## src/rtl/arith_pkg.sv

```systemverilog
// Shared opcode and FSM state encodings for the sequential arithmetic unit.
// Pure types only; no logic and no latency of its own.
package arith_pkg;
  typedef enum logic { OP_ADD = 1'b0, OP_MUL = 1'b1 } op_e;
  typedef enum logic [1:0] { IDLE = 2'd0, BUSY = 2'd1, DONE = 2'd2 } state_e;
endpackage

```

## src/rtl/shift_add_core.sv

```systemverilog
// Shift-add multiplier datapath, one multiplier bit per step, WIDTH steps per product.
// Loads on the accept edge; the owner decides when to step, so it has no backpressure of its own.
module shift_add_core
  import arith_pkg::*;
#(
  parameter int WIDTH  = 8,
  parameter bit SIGNED = 1'b0
) (
  input  logic                 clk,
  input  logic                 rstn,
  input  logic                 load,
  input  logic                 step,
  input  logic [WIDTH-1:0]     a,
  input  logic [WIDTH-1:0]     b,
  output logic                 last,
  output logic [2*WIDTH-1:0]   prod_next
);
  localparam int CW = (WIDTH > 2) ? $clog2(WIDTH) : 1;

  logic [2*WIDTH-1:0] mcand;
  logic [2*WIDTH-1:0] prod;
  logic [WIDTH-1:0]   mplier;
  logic [CW-1:0]      cnt;

  assign last = (cnt == CW'(WIDTH - 1));

  // Two's-complement multiplier MSB carries weight -2^(WIDTH-1), so that row is subtracted.
  always_comb begin
    prod_next = prod;
    if (mplier[0]) begin
      prod_next = (SIGNED && last) ? (prod - mcand) : (prod + mcand);
    end
  end

  always_ff @(posedge clk or negedge rstn) begin
    if (!rstn) begin
      mcand  <= '0;
      prod   <= '0;
      mplier <= '0;
      cnt    <= '0;
    end else if (load) begin
      mcand  <= {{WIDTH{SIGNED && a[WIDTH-1]}}, a};
      prod   <= '0;
      mplier <= b;
      cnt    <= '0;
    end else if (step) begin
      prod   <= prod_next;
      mcand  <= mcand << 1;
      mplier <= mplier >> 1;
      cnt    <= cnt + 1'b1;
    end
  end
endmodule

```

## src/rtl/seq_arith_unit.sv

```systemverilog
// Sequential add/multiply unit with valid/ready in and out: add 2 cycles, mul WIDTH+1 cycles to out_valid.
// One operation in flight; in_ready stays low until the result is taken. SEQ_ARITH_ACC_EN adds result accumulation.
module seq_arith_unit
  import arith_pkg::*;
#(
  parameter int WIDTH  = 8,
  parameter bit SIGNED = 1'b0
) (
  input  logic                 clk,
  input  logic                 rstn,
  input  logic                 in_valid,
  output logic                 in_ready,
  input  logic                 op,
  input  logic [WIDTH-1:0]     a,
  input  logic [WIDTH-1:0]     b,
  output logic                 out_valid,
  input  logic                 out_ready,
  output logic [2*WIDTH-1:0]   result
`ifdef SEQ_ARITH_ACC_EN
  ,
  input  logic                 acc
`endif
);
  state_e             state, state_nxt;
  op_e                op_q;
  logic [WIDTH-1:0]   a_q, b_q;
  logic               accept, finish, step, core_last;
  logic [2*WIDTH-1:0] sum, prod_next, value, result_new;

  assign accept = in_valid && in_ready;
  assign step   = (state == BUSY) && (op_q == OP_MUL);

  shift_add_core #(.WIDTH(WIDTH), .SIGNED(SIGNED)) u_core (
    .clk       (clk),
    .rstn      (rstn),
    .load      (accept),
    .step      (step),
    .a         (a),
    .b         (b),
    .last      (core_last),
    .prod_next (prod_next)
  );

  // Extending both operands to 2*WIDTH first keeps the sum exact.
  assign sum   = {{WIDTH{SIGNED && a_q[WIDTH-1]}}, a_q} + {{WIDTH{SIGNED && b_q[WIDTH-1]}}, b_q};
  assign value = (op_q == OP_MUL) ? prod_next : sum;

`ifdef SEQ_ARITH_ACC_EN
  logic acc_q;
  assign result_new = value + (acc_q ? result : '0);
`else
  assign result_new = value;
`endif

  always_comb begin
    state_nxt = state;
    in_ready  = 1'b0;
    out_valid = 1'b0;
    finish    = 1'b0;
    case (state)
      IDLE: begin
        in_ready = 1'b1;
        if (in_valid) state_nxt = BUSY;
      end
      BUSY: begin
        if (op_q == OP_ADD || core_last) begin
          finish    = 1'b1;
          state_nxt = DONE;
        end
      end
      DONE: begin
        out_valid = 1'b1;
        if (out_ready) state_nxt = IDLE;
      end
      default: state_nxt = IDLE;
    endcase
  end

  always_ff @(posedge clk or negedge rstn) begin
    if (!rstn) begin
      state  <= IDLE;
      op_q   <= OP_ADD;
      a_q    <= '0;
      b_q    <= '0;
      result <= '0;
`ifdef SEQ_ARITH_ACC_EN
      acc_q  <= 1'b0;
`endif
    end else begin
      state <= state_nxt;
      if (accept) begin
        op_q <= op_e'(op);
        a_q  <= a;
        b_q  <= b;
`ifdef SEQ_ARITH_ACC_EN
        acc_q <= acc;
`endif
      end
      if (finish) result <= result_new;
    end
  end
endmodule

```

## config.mk

```make
export PLATFORM = sky130hd
export DESIGN_NAME = seq_arith_unit
export DESIGN_NICKNAME = d
export VERILOG_FILES = /design/src/rtl/arith_pkg.sv /design/src/rtl/shift_add_core.sv /design/src/rtl/seq_arith_unit.sv
export SDC_FILE = /design/constraint.sdc
export NUM_CORES = 1
export LEC_CHECK = 0
export ABC_AREA = 1
export BUFFER_PORTS_ARGS = -buffer_cell sky130_fd_sc_hd__buf_4
export CELL_PAD_IN_SITES_DETAIL_PLACEMENT = 0
export CELL_PAD_IN_SITES_GLOBAL_PLACEMENT = 1
export CORE_MARGIN = 2
export CORE_UTILIZATION = 40
export CTS_CLUSTER_SIZE = 40
export DETAILED_ROUTE_END_ITERATION = 12
export HOLD_SLACK_MARGIN = 0.1
export PLACE_DENSITY = 0.83
export SYNTH_ARGS = -nofsm -noshare
export SYNTH_HDL_FRONTEND = slang
export SYNTH_SLANG_ARGS = --single-unit
export TNS_END_PERCENT = 5
```

## constraint.sdc

```tcl
create_clock -name clk -period 1.9 [get_ports clk]
set_input_delay 0.095 -clock clk [delete_from_list [all_inputs] [get_ports clk]]
set_output_delay 0.095 -clock clk [all_outputs]
set_load 0.1 [all_outputs]
```

==> flow_metrics.tcl <==
set metrics [dict create \
    yosys_warnings 0 \
    drt_iter0_drc 185 \
    hold_viol 0 \
    clk_pin_slew_ns 0.06 \
    finalCriticalPeriod_ns 1.79 \
    outcome "finished, final reports clean" \
    h-tree-depth 3 \
    syn_area_um2 4520 \
    cap_violations 0 \
    synth_fa_ha_area_share_pct 7.81 \
    drtAntennaViolNets 0 \
    use_met2_pct 36.6 \
    antenna_found_initial 0 \
    ctsRootBufferMaster "clkbuf_16" \
    use_met1_pct 23.3 \
    synth_nets 641 \
    slew_headroom_pct 65.8 \
    yosys.area.top_type "dfrtp_1" \
    drcViolationCount 0 \
    final_nets 702 \
    cts_buffers 9 \
    synth.most_common_cell "nand2_1" \
    crit_path_end_kind "flop" \
    synth_area_leaders "dfrtp_1 43%, nand2_1 17%, ha_1 6.9%" \
    worst_skew_pair.late_latency_ns 0.33 \
    period_share_pct 94.4 \
    top_usage_layer "met2" \
    area_growth_syn_to_layout_pct 22.7 \
    grt_usage_pct 20.2 \
    worstSetupPathType "flop to flop" \
    route.vias.total 4060 \
    synth_top_area_share_pct 43.2 \
    synth_top_family_by_area "simple AND/OR/NAND/NOR gates" \
    worstPathMaxFanout 3 \
    hp-class "input port to flop" \
    synth-simple-area-share_pct 28.0 \
    die_h_um 110 \
    p_sw_uw 4810 \
    critical_path_arrival_ns 2.00 \
    fin_skew_ns 0.00430 \
    clockPowerShare_pct 16.0 \
    cellLeakagePower_uw 0.00287 \
    via_per_inst 5.09 \
    die_area_um2 12200 \
    cts.sinks 78 \
    intPower_uw 4920 \
    synth_edf_count 0 \
    cp.required_ns 2.10 \
    dr.pass1.iters 4 \
    r2r-start "a_q[0]$_DFFE_PN0P_" \
    ys_types 36 \
    total_power_uw 9730 \
    final-setup-viol-count 0 \
    worst_hold_slack_ns 0.125 \
    use_met3_pct 4.47 \
    rsz0062_at_grt "true" \
    place_hpwl_um 8520 \
    initial_core_util_pct 41.3 \
    cp_slowest_stage_delay_ns 0.43 \
    crit_path_top_delay_cell "fa_1" \
    die_x_um 110 \
    p_seq_share_pct 29.1 \
    synth_compound_gate_area_share_pct 10.4 \
    max_clock_freq_ghz 0.558 \
    cts_tree "yes" \
    path_cells "ha_1, fa_1, nand4_1, o211ai_1, o21ai_1, nand3_1" \
    max_slew.worst_pin.slew_ns 0.513 \
    routed_wl_um 11400 \
    pin_count 39 \
    numPortBuffers 38 \
    hold_start "in_valid" \
    max-vdd-ir-drop_uv 1320 \
    grt_max_degree 45 \
    diodes 0 \
    synth_seq_cells 78 \
    start_kind "flop" \
    power_density_nw_per_um2 1760 \
    setup.worst_path.start "a_q[0]$_DFFE_PN0P_" \
    final_max_slew_viol_count 0 \
    grt_pass1_vias 3899 \
    overflow 0 \
    rows 38 \
    core_area_um2 10900 \
    power_frac_comb_pct 54.8 \
    avgSynthCellArea_um2 7.61 \
    yosys-top-cells-count "207 x nand2_1, 78 x dfrtp_1, 76 x inv_1" \
    wl_per_cell_um 14.3 \
    yosys.area_share.xor_xnor_pct 1.36 \
    synthMuxAreaShare_pct 0 \
    synth_top_flop_cell "dfrtp_1" \
    grt_pass1_wl_um 18600 \
    async_flop_share_pct 100 \
    syn-instance-count 593 \
    clock_path_buffers 2 \
    ys_seq_area_share_pct 43.2 \
    place_congestion 0.873 \
    p_sw_share_pct 49.5 \
    drive_above_1_share_pct 16.0 \
]
==> placed cells by master, fill, tap and decap left out, drive strengths merged, types with 7 or more instances in the layout <==
master       netlist  routed
inv               80      80
dfrtp             78      78
o22ai              8       8
or2                7       7
nor2              18      18
nand3             54      54
ha                25      25
clkbuf             4      11
o21ai             48      48
a21oi             18      18
nand2            210     210
dlygate4sd3        0      19
buf               13      48
==> critical path: cells and delay by family (launching register included) <==
family,cells,cell delay [ns]
flops,1,0.38
simple gates,2,0.21
fa+ha+maj,2,0.68
compound gates,2,0.38
==> registers in the layout (all words and copies together) (netlist names), 2 cells and up <==
| register | flops |
|---|---|
| u_core.mcand | 16 |
| b_q | 8 |
| u_core.cnt | 3 |
| a_q | 8 |
| u_core.prod | 16 |
| u_core.mplier | 8 |
| result | 16 |
| state | 2 |
==> per-layer routing <==
| layer | vias to the layer above | wire [µm] |
|---|---|---|
| li1 | 2025 | - |
| met1 | 1950 | 4970 |
| met2 | 66 | 5910 |
| met3 | 19 | 320 |
| met4 | 0 | 236 |
| met5 | - | 0 |
==> final timing paths <==
check	endpoint	slack [ns]	cells past startpoint
worst min-delay path	state[0]$_DFFE_PN0P_	0.12	3
worst max register to register	result[6]$_DFFE_PN0P_	0.11	6
min in group asynchronous	u_core.prod[11]$_DFFE_PN0P_	0.27	2
worst min register to register	result[13]$_DFFE_PN0P_	0.48	2
max in group asynchronous	u_core.mcand[4]$_DFFE_PN0P_	1.02	3
worst max-delay path	result[6]$_DFFE_PN0P_	0.11	6
==> final cells by class <==
| type | instances | area (µm²) |
|---|---|---|
| fillers | 1057 | 5390 |
| multi-input cells | 417 | 2280 |
| flip-flops and latches | 78 | 1950 |
| repair buffers | 67 | 563 |
| inverters | 81 | 304 |
| clock buffers | 11 | 243 |
| well taps | 140 | 175 |
| clock inverters | 4 | 23.8 |
==> power by group through the flow <==
stage                     Combinational (µW)  Clock [µW]  Sequential, µW
after CTS                               5220        1600            2790
after global placement                  5070           0            2790
final                                   5340        1560            2840
after detailed placement                5160           0            2810
after global routing                    5900        1680            2910
after floorplan                         2940           0            3740
==> through the flow <==
step,cells,instance area (µm²),setup TNS [ns],util [%],setup WS [ns]
global route,798,5540,-0.0944,50.7,-0.0244
global placement,764,4960,0,45.3,0.0377
finish,798,5540,0,50.7,0.107
CTS,798,5420,0,49.5,0.0206
floorplan,593,4520,0,-,0.0982
detailed placement,764,4960,-0.0406,45.3,-0.0209
==> logic make-up (layout without fill, tap and decap cells) <==
group,after synthesis,after routing
xor+xnor,7,7
flops,78,78
fa+ha+maj,27,27
simple gates,298,298
compound gates,85,85
buf+inv,98,163
==> what timing repair did <==
item,CTS,global route
buffers inserted,0,0
gates cloned,0,0
gates resized for setup,1,26
pin swaps,0,1
endpoints found under the setup margin,3,17
hold buffers,19,0
hold endpoints to repair,56,0
(Power assumes the default switching activity.)
